$ cat src/rtl/minesweeper_board_cover_pkg.sv
// Shared minesweeper definitions: cell cover encoding, default grid geometry,
// and the per-cycle transition record handed to the counter block.
package minesweeper_board_cover_pkg;

    localparam int unsigned X_SIZE_DEF       = 16;
    localparam int unsigned Y_SIZE_DEF       = 16;
    localparam int unsigned X_COORD_BITS_DEF = 4;
    localparam int unsigned Y_COORD_BITS_DEF = 4;

    typedef enum logic [1:0] {
        COVERED = 2'b00,
        FLAGGED = 2'b01,
        OPEN    = 2'b10
    } cell_t;

    typedef struct packed {
        logic set_flag;
        logic clr_flag;
        logic set_open;
    } cover_evt_t;

endpackage

$ cat src/rtl/minesweeper_board_cover_cnt.sv
// Flag / open tallies driven by the board's per-cycle cell transition events.
module board_cover_cnt
    import minesweeper_board_cover_pkg::*;
#(
    parameter int unsigned cnt_bits = 9,
    parameter int unsigned cnt_max  = 256
) (
    input  logic                clk,
    input  logic                reset,
    input  cover_evt_t          evt,
    output logic [cnt_bits-1:0] num_flags,
    output logic [cnt_bits-1:0] num_open
);

    localparam logic [cnt_bits-1:0] MAX = cnt_bits'(cnt_max);

    // Bounds guards keep a corrupted event stream from wrapping either count.
    always_ff @(posedge clk) begin
        if (reset) begin
            num_flags <= '0;
            num_open  <= '0;
        end else begin
            if (evt.set_flag && num_flags != MAX)
                num_flags <= num_flags + 1'b1;
            else if (evt.clr_flag && num_flags != '0)
                num_flags <= num_flags - 1'b1;
            if (evt.set_open && num_open != MAX)
                num_open <= num_open + 1'b1;
        end
    end

endmodule

$ cat src/rtl/minesweeper_board_cover.sv
// Per-cell cover/flag/open store addressed by the cursor.
// Optional BOARD_COVER_COUNT_EN adds flagged/opened cell counters.
module minesweeper_board_cover
    import minesweeper_board_cover_pkg::*;
#(
    parameter int unsigned x_size       = X_SIZE_DEF,
    parameter int unsigned y_size       = Y_SIZE_DEF,
    parameter int unsigned x_coord_bits = X_COORD_BITS_DEF,
    parameter int unsigned y_coord_bits = Y_COORD_BITS_DEF
) (
    input  logic                                clk,
    input  logic                                reset,
    input  logic                                flag,
    input  logic                                open,
    input  logic [x_coord_bits-1:0]             x_coord,
    input  logic [y_coord_bits-1:0]             y_coord,
    output logic [1:0]                          cell_val,
    output logic [x_coord_bits+y_coord_bits:0]  num_flags,
    output logic [x_coord_bits+y_coord_bits:0]  num_open
);

    localparam int unsigned NUM_CELLS = x_size * y_size;
    localparam int unsigned IDX_W     = (NUM_CELLS > 1) ? $clog2(NUM_CELLS) : 1;
    localparam int unsigned CNT_BITS  = x_coord_bits + y_coord_bits + 1;

    cell_t             cells [NUM_CELLS];
    logic              in_range;
    logic [IDX_W-1:0]  idx;
    cell_t             cur;
    cell_t             nxt;
    logic              set_flag;
    logic              clr_flag;
    logic              set_open;
    logic              write;

    // Simultaneous flag+open is treated as no action at all.
    always_comb begin
        in_range = (32'(x_coord) < x_size) && (32'(y_coord) < y_size);
        idx      = IDX_W'(32'(y_coord) * x_size + 32'(x_coord));
        cur      = in_range ? cells[idx] : COVERED;
        set_flag = in_range && flag && !open && (cur == COVERED);
        clr_flag = in_range && flag && !open && (cur == FLAGGED);
        set_open = in_range && open && !flag && (cur == COVERED);
        write    = set_flag || clr_flag || set_open;
        nxt      = set_flag ? FLAGGED : (set_open ? OPEN : COVERED);
    end

    assign cell_val = cur;

    always_ff @(posedge clk) begin
        if (reset) begin
            for (int unsigned i = 0; i < NUM_CELLS; i++)
                cells[i] <= COVERED;
        end else if (write) begin
            cells[idx] <= nxt;
        end
    end

`ifdef BOARD_COVER_COUNT_EN
    cover_evt_t evt;

    assign evt = '{set_flag: set_flag, clr_flag: clr_flag, set_open: set_open};

    board_cover_cnt #(
        .cnt_bits (CNT_BITS),
        .cnt_max  (NUM_CELLS)
    ) u_cnt (
        .clk       (clk),
        .reset     (reset),
        .evt       (evt),
        .num_flags (num_flags),
        .num_open  (num_open)
    );
`else
    assign num_flags = '0;
    assign num_open  = '0;
`endif

endmodule

$ cat config.mk
export PLATFORM = sky130hd
export DESIGN_NAME = minesweeper_board_cover
export DESIGN_NICKNAME = d
export VERILOG_FILES = /design/src/rtl/minesweeper_board_cover_pkg.sv /design/src/rtl/minesweeper_board_cover_cnt.sv /design/src/rtl/minesweeper_board_cover.sv
export SDC_FILE = /design/constraint.sdc
export NUM_CORES = 1
export LEC_CHECK = 0
export BUFFER_PORTS_ARGS = -buffer_cell sky130_fd_sc_hd__buf_4
export CORE_MARGIN = 2
export CORE_UTILIZATION = 64
export CTS_BUF_LIST = sky130_fd_sc_hd__clkbuf_8 sky130_fd_sc_hd__clkbuf_16
export CTS_CLUSTER_DIAMETER = 60
export DETAILED_ROUTE_END_ITERATION = 10
export PLACE_DENSITY_LB_ADDON = 0.1
export SKIP_CTS_REPAIR_TIMING = 1
export SLEW_MARGIN = 0
export SYNTH_ARGS = -nofsm -noshare
export SYNTH_HDL_FRONTEND = slang
export SYNTH_SLANG_ARGS = --single-unit
$ cat constraint.sdc
create_clock -name clk -period 6.5 [get_ports clk]
set_clock_uncertainty 0.1 [all_clocks]
set_input_delay 1.3 -clock clk [delete_from_list [all_inputs] [get_ports clk]]
set_output_delay 1.3 -clock clk [all_outputs]
set_load 0.01 [all_outputs]
==> reports/metrics.yaml <==
grt_start_max_net_pins: 169
fin_crit_sh_pct: 88.7
max-vdd-ir-drop_uv: 233
drtPass1Iterations: 5
async_reset_ff_share_pct: 0
gp_congestion: 0.887
ys_types: 49
grt_antenna_before_repair: 2
leakagePower_nw: 10.5
start_util_pct: 65.1
synth-compound-area-share_pct: 9.99
rr_startpoint: "cells[219][0]"
start_kind: "primary input"
critPathMaxFanout: 51
hold_path_class: "primary input to flop"
die_w_um: 208
top_regs: "cells x512"
maxSlewViolCount: 0
synthesis.area_um2: 26600
htreeDepth: 2
netlist_top_cells_count: "edfxtp_1 (512), nor2_1 (277), a21o_1 (256)"
io_buffers: 13
drt_iter0_markers: 2664
grt_pass1_wl_um: 119000
synth-adder-area-share_pct: 0
synth_flop_cell: "edfxtp_1"
synth_top_family_by_area: "simple AND/OR/NAND/NOR gates"
final_area_um2: 28800
synth_xor_area_share_pct: 0
hold_start: "x_coord[2]"
status: "finished, final reports clean"
hold_depth: 3
cts_buffers: 53
end_kind: "output pin"
rrSetupSlack_ns: 2.33
grt_pass1_vias: 19000
place_area_um2: 27000
yosys.area_share.simple_pct: 15.6
ant_nets: 0
hold_viol: 0
synth-seq-cells: 512
largest_register: "cells"
fin_util_pct: 70.3
timing.rr.end: "cells[232][1]"
num_rows: 74
avgViaCountPerCell: 7.43
core-area_um2: 40900
fin_nets: 1974
clk_pin_slew_ns: 0.06
period_minus_slack_ns: 5.77
root_buffer: "clkbuf_16"
cts_max_path_buffers: 3
ff2ff_path_depth: 9
yosysWarningCount: 0
worst_slew_pin_slew_ns: 1.45
cts_tree: "built"
crit_arrival_ns: 4.37
worstSkewPairLatency_ns: 0.63
rsz0062_at_grt: "false"
fmax_mhz: 173
maxCapViolations: 0
largest_register_ffs: 512
crit_type: "primary input to output pin"
finalSetupTns_ns: 0
power.density_nw_per_um2: 268
grt_overflow: 0
drc: 0
routedWlPerCell_um: 31.7
setup_viol: 0
yosysTopAreaCell: "edfxtp_1"
syn_inst: 2072
holdPathEnd: "cells[158][0]"
syn2layout_area_growth_pct: 8.01
synth.avg_cell_area_um2: 12.8
muxShareOfSynthArea_pct: 11.2
slew_headroom_pct: 3.14
synth_area_leaders: "edfxtp_1 (58%), a21o_1 (7.2%), mux4_2 (6.7%), nor4_1 (4.8%), mux2i_1 (4.4%)"
synth_top_area_share_pct: 57.8
pin_count: 32
die_area_um2: 43200
clkSinkCount: 512
cp.required_ns: 5.10
drt-total-wl_um: 80500
dp_hpwl_um: 46900
drive_above_1_share_pct: 18.9
vias: 18900
synth.most_common_cell: "edfxtp_1"
grt.total_usage_pct: 37.4
die_h_um: 208
synth_edf_count: 512
ys_seq_area_share_pct: 57.8
==> layout make-up <==
| cell class | count | area [µm²] |
|---|---|---|
| flip-flops and latches | 512 | 15400 |
| fillers | 2880 | 12200 |
| multi-input cells | 1277 | 9960 |
| clock buffers | 55 | 1380 |
| repair buffers | 113 | 962 |
| well taps | 532 | 666 |
| clock inverters | 43 | 388 |
| inverters | 5 | 18.8 |
| diodes | 2 | 5.00 |
==> routing by layer <==
layer	share of wire (%)	global-route usage, %	wire length (µm)
met5	0	0	0
met4	5.6	19.9	4520
met3	13	9.22	10400
met2	47	57.6	37600
met1	35	49.5	28000
==> worst max path at each step <==
stage                     slack [ns]      endpoint  cells past startpoint        from
final                           0.73   cell_val[0]                     10  x_coord[3]
after global routing            0.71   cell_val[0]                     11  x_coord[1]
after CTS                       0.79   cell_val[0]                      9  x_coord[3]
after detailed placement        0.74  cells[86][0]                     11  x_coord[3]
after global placement          0.80   cell_val[0]                      9  x_coord[3]
after floorplan                 1.33   cell_val[1]                     10  x_coord[3]
==> layout by cell type (no fill, tap or decap), drive strengths merged, types with 7 or more instances in the layout <==
master,netlist,final
bufinv,0,7
clkinv,0,24
edfxtp,512,512
or4,10,10
nor2,277,277
a22oi,50,50
conb,1,18
nand3,51,51
nor3,16,16
mux2i,118,118
clkbuf,191,56
nor4,275,275
inv,5,13
mux4,79,79
buf,104,112
a21oi,18,18
nand2,36,36
nor2b,11,11
nand2b,12,12
a21o,256,256
==> critical path: stages <==
cell      delay, ns
buf_4          0.67
and2_1         0.45
buf_4          0.31
a22oi_1        0.10
nand3_1        0.18
a41oi_1        0.27
or4_4          0.52
nand2b_1       0.20
o21a_1         0.18
buf_4          0.17
==> report_power, final <==
part           switching (mW)  internal [mW]  leakage, nW
registers              0.0342           3.73         5.26
logic                   0.568          0.244         4.32
clock network            1.31           1.81        0.886
==> through the flow <==
step                setup WS (ns)  hold WS (ns)  power (mW)  std cells
floorplan                    1.33          1.20        4.39       2089
global placement            0.798          1.43        4.60       2439
detailed placement          0.738          1.45        4.62       2439
CTS                         0.788          1.28        7.68       2537
global route                0.709          1.32        7.86       2538
finish                      0.732          1.34        7.70       2539
==> logic make-up after synthesis <==
| logic type | count (synthesis) |
|---|---|
| compound gates | 357 |
| buf+inv | 300 |
| flops | 512 |
| mux | 200 |
| other cells | 1 |
| simple gates | 702 |
Note: power is estimated with default switching activity, not from simulation.
